--- src/rtl/morra_match_scheduler.sv ---
// rtl/morra_match_scheduler.sv - match sequencer in front of the MorraCinese core
// Collects both moves, drives the core one round at a time and keeps the match score.
module morra_match_scheduler #(
    parameter int TIMEOUT = 16,
    parameter int CNT_W   = 5
) (
    input  logic             clk,
    input  logic             rst_n,
    input  logic             start,
    input  logic [3:0]       cfg_extra,
    input  logic             abort,
    input  logic             p1_valid,
    input  logic [1:0]       p1_move,
    output logic             p1_ready,
    input  logic             p2_valid,
    input  logic [1:0]       p2_move,
    output logic             p2_ready,
    output logic [1:0]       core_primo,
    output logic [1:0]       core_secondo,
    output logic             core_inizia,
    input  logic [1:0]       core_manche,
    input  logic [1:0]       core_partita,
    output logic             round_valid,
    output logic [1:0]       round_result,
    output logic [CNT_W-1:0] p1_score,
    output logic [CNT_W-1:0] p2_score,
    output logic [CNT_W-1:0] round_cnt,
    output logic             match_done,
    output logic [1:0]       match_result,
    output logic             overrun
);

    localparam int TO_W = $clog2(TIMEOUT + 1);
    localparam logic [CNT_W-1:0] CNT_MAX = '1;

    typedef enum logic [2:0] {
        S_IDLE, S_CONFIG, S_COLLECT, S_ISSUE, S_WAIT, S_RESULT, S_DONE
    } state_t;

    state_t           state_q, state_d;
    logic [3:0]       extra_q, extra_d;
    logic [1:0]       m1_q, m1_d, m2_q, m2_d;
    logic             have1_q, have1_d, have2_q, have2_d;
    logic [TO_W-1:0]  to_cnt_q, to_cnt_d;
    logic [CNT_W-1:0] p1_score_q, p1_score_d, p2_score_q, p2_score_d;
    logic [CNT_W-1:0] round_cnt_q, round_cnt_d, rc_next, round_limit;
    logic [1:0]       round_result_q, round_result_d;
    logic [1:0]       match_result_q, match_result_d;
    logic             overrun_q, overrun_d;
    logic             timeout_hit;

    function automatic logic [CNT_W-1:0] sat_inc(input logic [CNT_W-1:0] v, input logic en);
        if (en && (v != CNT_MAX)) begin
            return v + CNT_W'(1);
        end
        return v;
    endfunction

    assign round_limit = CNT_W'(4) + CNT_W'(extra_q);

    always_comb begin
        state_d        = state_q;
        extra_d        = extra_q;
        m1_d           = m1_q;
        m2_d           = m2_q;
        have1_d        = have1_q;
        have2_d        = have2_q;
        to_cnt_d       = to_cnt_q;
        p1_score_d     = p1_score_q;
        p2_score_d     = p2_score_q;
        round_cnt_d    = round_cnt_q;
        rc_next        = round_cnt_q;
        round_result_d = round_result_q;
        match_result_d = match_result_q;
        overrun_d      = overrun_q;
        core_primo     = 2'b00;
        core_secondo   = 2'b00;
        core_inizia    = 1'b0;
        round_valid    = 1'b0;

        // The missing player loses its ready in the cycle its move gets forced.
        timeout_hit = (state_q == S_COLLECT) && (have1_q ^ have2_q)
                      && (to_cnt_q == TO_W'(TIMEOUT));
        p1_ready = (state_q == S_COLLECT) && !have1_q && !timeout_hit;
        p2_ready = (state_q == S_COLLECT) && !have2_q && !timeout_hit;

        case (state_q)
            S_IDLE, S_DONE: begin
                if (start) begin
                    extra_d     = cfg_extra;
                    p1_score_d  = '0;
                    p2_score_d  = '0;
                    round_cnt_d = '0;
                    overrun_d   = 1'b0;
                    state_d     = S_CONFIG;
                end
            end
            S_CONFIG: begin
                core_inizia  = 1'b1;
                core_primo   = extra_q[3:2];
                core_secondo = extra_q[1:0];
                have1_d      = 1'b0;
                have2_d      = 1'b0;
                to_cnt_d     = '0;
                state_d      = S_COLLECT;
            end
            S_COLLECT: begin
                if (p1_valid && p1_ready) begin
                    m1_d    = p1_move;
                    have1_d = 1'b1;
                end
                if (p2_valid && p2_ready) begin
                    m2_d    = p2_move;
                    have2_d = 1'b1;
                end
                if (timeout_hit) begin
                    if (!have1_q) begin
                        m1_d    = 2'b00;
                        have1_d = 1'b1;
                    end
                    if (!have2_q) begin
                        m2_d    = 2'b00;
                        have2_d = 1'b1;
                    end
                end else if (have1_q ^ have2_q) begin
                    to_cnt_d = to_cnt_q + TO_W'(1);
                end
                if (have1_d && have2_d) begin
                    state_d = S_ISSUE;
                end
            end
            S_ISSUE: begin
                core_primo   = m1_q;
                core_secondo = m2_q;
                state_d      = S_WAIT;
            end
            S_WAIT: begin
                state_d = S_RESULT;
            end
            S_RESULT: begin
                round_valid    = 1'b1;
                round_result_d = core_manche;
                p1_score_d     = sat_inc(p1_score_q, core_manche == 2'b01);
                p2_score_d     = sat_inc(p2_score_q, core_manche == 2'b10);
                rc_next        = sat_inc(round_cnt_q, core_manche != 2'b00);
                round_cnt_d    = rc_next;
                if ((rc_next > round_limit) && (core_partita == 2'b00)) begin
                    overrun_d = 1'b1;
                end
                have1_d  = 1'b0;
                have2_d  = 1'b0;
                to_cnt_d = '0;
                if (core_partita != 2'b00) begin
                    match_result_d = core_partita;
                    state_d        = S_DONE;
                end else begin
                    state_d = S_COLLECT;
                end
            end
            default: state_d = S_IDLE;
        endcase

        if (abort) begin
            state_d        = S_IDLE;
            p1_score_d     = '0;
            p2_score_d     = '0;
            round_cnt_d    = '0;
            overrun_d      = 1'b0;
            match_result_d = 2'b00;
            round_result_d = round_result_q;
            have1_d        = 1'b0;
            have2_d        = 1'b0;
            to_cnt_d       = '0;
            core_primo     = 2'b00;
            core_secondo   = 2'b00;
            core_inizia    = 1'b0;
            round_valid    = 1'b0;
        end

        round_result = round_valid ? core_manche : round_result_q;
    end

    always_ff @(posedge clk) begin
        if (!rst_n) begin
            state_q        <= S_IDLE;
            extra_q        <= '0;
            m1_q           <= '0;
            m2_q           <= '0;
            have1_q        <= 1'b0;
            have2_q        <= 1'b0;
            to_cnt_q       <= '0;
            p1_score_q     <= '0;
            p2_score_q     <= '0;
            round_cnt_q    <= '0;
            round_result_q <= '0;
            match_result_q <= '0;
            overrun_q      <= 1'b0;
        end else begin
            state_q        <= state_d;
            extra_q        <= extra_d;
            m1_q           <= m1_d;
            m2_q           <= m2_d;
            have1_q        <= have1_d;
            have2_q        <= have2_d;
            to_cnt_q       <= to_cnt_d;
            p1_score_q     <= p1_score_d;
            p2_score_q     <= p2_score_d;
            round_cnt_q    <= round_cnt_d;
            round_result_q <= round_result_d;
            match_result_q <= match_result_d;
            overrun_q      <= overrun_d;
        end
    end

    assign p1_score     = p1_score_q;
    assign p2_score     = p2_score_q;
    assign round_cnt    = round_cnt_q;
    assign match_done   = (state_q == S_DONE);
    assign match_result = match_result_q;
    assign overrun      = overrun_q;

endmodule

--- config.mk ---
export PLATFORM = sky130hd
export DESIGN_NAME = morra_match_scheduler
export DESIGN_NICKNAME = d
export VERILOG_FILES = /design/src/rtl/morra_match_scheduler.sv
export SDC_FILE = /design/constraint.sdc
export NUM_CORES = 1
export LEC_CHECK = 0
export CORE_AREA = 2 2 68 70
export DETAILED_ROUTE_END_ITERATION = 8
export DIE_AREA = 0 0 70 72
export DONT_BUFFER_PORTS = 1
export GPL_ROUTABILITY_DRIVEN = 0
export PLACE_DENSITY = 0.65
export SKIP_LAST_GASP = 1
export SLEW_MARGIN = 40
export SYNTH_ARGS = -nofsm -noshare
export SYNTH_HDL_FRONTEND = slang
export SYNTH_SLANG_ARGS = --single-unit
export TNS_END_PERCENT = 50
--- constraint.sdc ---
create_clock -name clk -period 6.4 [get_ports clk]
set_clock_uncertainty 0.2 [all_clocks]
set_input_delay 1.92 -clock clk [delete_from_list [all_inputs] [get_ports clk]]
set_output_delay 1.92 -clock clk [all_outputs]
set_load 0.02 [all_outputs]
==> flow_summary.json <==
{
  "worstSetupPathType": "input port to primary output",
  "power.density_mw_per_mm2": 208,
  "ys_ff_latch": 38,
  "port_buffers": 0,
  "drive_above_1_share_pct": 7.44,
  "synth_top_flop_cell": "dfxtp_1",
  "clk_latency_ns": 0.29,
  "avgSynthCellArea_sq_um": 8.74,
  "synth_area_sq_mm": 0.00215,
  "yosys-top-cells-area": "dfxtp_1 35%, ha_1 8.1%, mux2i_1 6.1%",
  "cts_setup_buffers": 0,
  "grt_max_degree": 19,
  "clkTransAtPathRegs_ns": 0.07,
  "grt_pass1_vias": 1505,
  "initial_core_util_pct": 50.4,
  "cp_cell_sequence": "nor2_1 > mux2_2",
  "period_needed_ns": 4.93,
  "area_growth_pct": 4.95,
  "drt_first_pass_iters": 4,
  "setup_viol": 0,
  "power.share.clock_pct": 42.8,
  "core_area_sq_mm": 0.00426,
  "cp_max_fo": 4,
  "die_x_microns": 70,
  "crit_slowest_cell": "mux2_2",
  "synth_fp_nets": 278,
  "synth_common_cells": "38 x dfxtp_1, 29 x nor2_1, 17 x nand2_1, 14 x ha_1",
  "p_switching_uw": 105,
  "finalPower_uw": 470,
  "critPathBufInv": 0,
  "grt.total_usage_pct": 18.2,
  "rows": 24,
  "stdcell_count": 294,
  "ir_drop_uv": 107,
  "cts_resized": 0,
  "fin_crit_sh_pct": 77.0,
  "fin_setup_tns_ns": 0,
  "wl_per_cell_microns": 14.8,
  "seqPwrFrac_pct": 51.6,
  "numCtsBuffers": 5,
  "gr-total-overflow": 0,
  "start_kind": "input port",
  "crit_family": "multiplexers",
  "postLayoutCoreUtil_pct": 52.9,
  "pwr-share-comb_pct": 5.6,
  "yosys.cell_types.count": 43,
  "grt_pass1_wl_mm": 7.30,
  "fin_nets": 273,
  "num_io_pins": 47,
  "rsz0062_at_grt": "false",
  "yosysMostFrequentCell": "dfxtp_1",
  "max-cap-violations": 0,
  "grt_antenna_before_repair": 0,
  "dp_hpwl_mm": 3.17,
  "status": "finished, final reports clean",
  "intPower_uw": 366,
  "drt-initial-drc-count": 80,
  "synth_edf_count": 0,
  "vias_per_cell": 5.80,
  "hold_violations": 0,
  "place_inst": 286,
  "worst_slew_margin_rel_pct": 58.0,
  "dpl_worst_slack_ns": 1.45,
  "syn_inst": 246,
  "die_height_microns": 72,
  "hp-class": "register to register",
  "cts_tree": "yes",
  "worstMarginPinSlew_ns": 0.629,
  "cts-root-buf": "clkbuf_8",
  "htreeDepth": 2,
  "cp-end-kind": "primary output",
  "synthArstFlopShare_pct": 0,
  "die_area_sq_mm": 0.00504,
  "fin_ws_ns": 1.47,
  "synth_top_area_share_pct": 35.4,
  "cp.required_ns": 4.28,
  "yosysTopAreaCell": "dfxtp_1",
  "vias": 1704,
  "ant_nets": 0,
  "max_freq_ghz": 0.203,
  "crit_arrival_ns": 2.81,
  "cpPeakStageDelay_ns": 0.46,
  "antenna_cells": 0,
  "clockBufferDepth": 2,
  "yosys_warnings": 0,
  "swShare_pct": 22.2,
  "ys_seq_area_share_pct": 35.4,
  "cts_sinks": 38,
  "routed_wl_mm": 4.36,
  "p_leak_uw": 0.000927,
  "slew_violations": 0,
  "ctsHoldBuffers": 0,
  "route.detailed.drc": 0
}
through the flow:
step / instance area, sq um / hold slack, ns
finish: 2260 / 0.303
global placement: 2140 / 0.273
detailed placement: 2140 / 0.278
floorplan: 2150 / 0.248
global route: 2260 / 0.308
CTS: 2250 / 0.290
cell type report:
class	instances	area [sq um]
tap	52	65.1
multi-input combinational	187	1290
sequential	38	761
clock inverter	1	30.0
inverter	9	33.8
clock buffer	7	76.3
fill	412	2010
placed cells by master (no fill, tap or decap), types with 2 or more instances in the layout:
master	netlist	layout
xnor2_1	3	3
a211oi_1	2	2
mux2i_1	13	13
dfxtp_1	38	38
nor2b_1	6	5
clkbuf_1	5	2
nand4_1	12	12
clkbuf_8	0	5
a21oi_1	13	13
nand3b_1	4	4
a32o_1	2	2
and2_1	4	4
inv_1	9	9
o211ai_1	3	3
mux2_2	4	4
o21ai_0	4	4
nand3_1	12	12
or4_1	2	2
nor2_1	29	29
o22ai_1	2	2
and3b_1	2	2
and3_1	8	8
xor2_1	10	10
nand2b_1	2	2
nor3_1	2	2
a31oi_1	4	4
nand2_1	17	17
ha_1	14	14
per-layer routing:
layer | share of wire [%] | track usage, % | up-vias
li1 | - | - | 869
met1 | 48 | 24.1 | 772
met2 | 44 | 28.6 | 59
met3 | 7.1 | 6.11 | 4
met4 | 0.92 | 5.13 | 0
met5 | 0 | 0 | -
path summary, 6_finish.rpt:
check	startpoint	end	slack (ns)	cells after the start
min	to_cnt_q[4]	to_cnt_q[4]	0.30	2
max	abort	round_result[1]	1.47	2
max reg2reg	round_cnt[0]	overrun	3.54	11
min reg2reg	to_cnt_q[4]	to_cnt_q[4]	0.30	2
power by group through the flow:
stage / logic [uW] / registers [uW] / clock network, uW
5_1_grt: 29.7 / 243 / 216
2_1_floorplan: 25.3 / 246 / 0
6_report: 26.2 / 243 / 201
4_1_cts: 26.1 / 243 / 206
3_3_place_gp: 26.0 / 248 / 0
3_5_place_dp: 25.9 / 248 / 0
registers in the layout, indices dropped and copies added (netlist names), 2 cells and up:
signal	count
extra_q	4
p1_score	5
m2_q	2
round_cnt	5
round_result_q	2
m1_q	2
match_result	2
p2_score	5
to_cnt_q	5
state_q	3
cell families after synthesis:
logic type	count (synthesis)	share of synthesized area [%]
xor+xnor	13	5.30
compound gates	35	10.4
mux	17	8.15
buf+inv	21	5.01
fa+ha+maj	14	8.15
flops	38	35.4
simple gates	108	27.6
No activity file was read; power rests on OpenSTA's default activity.
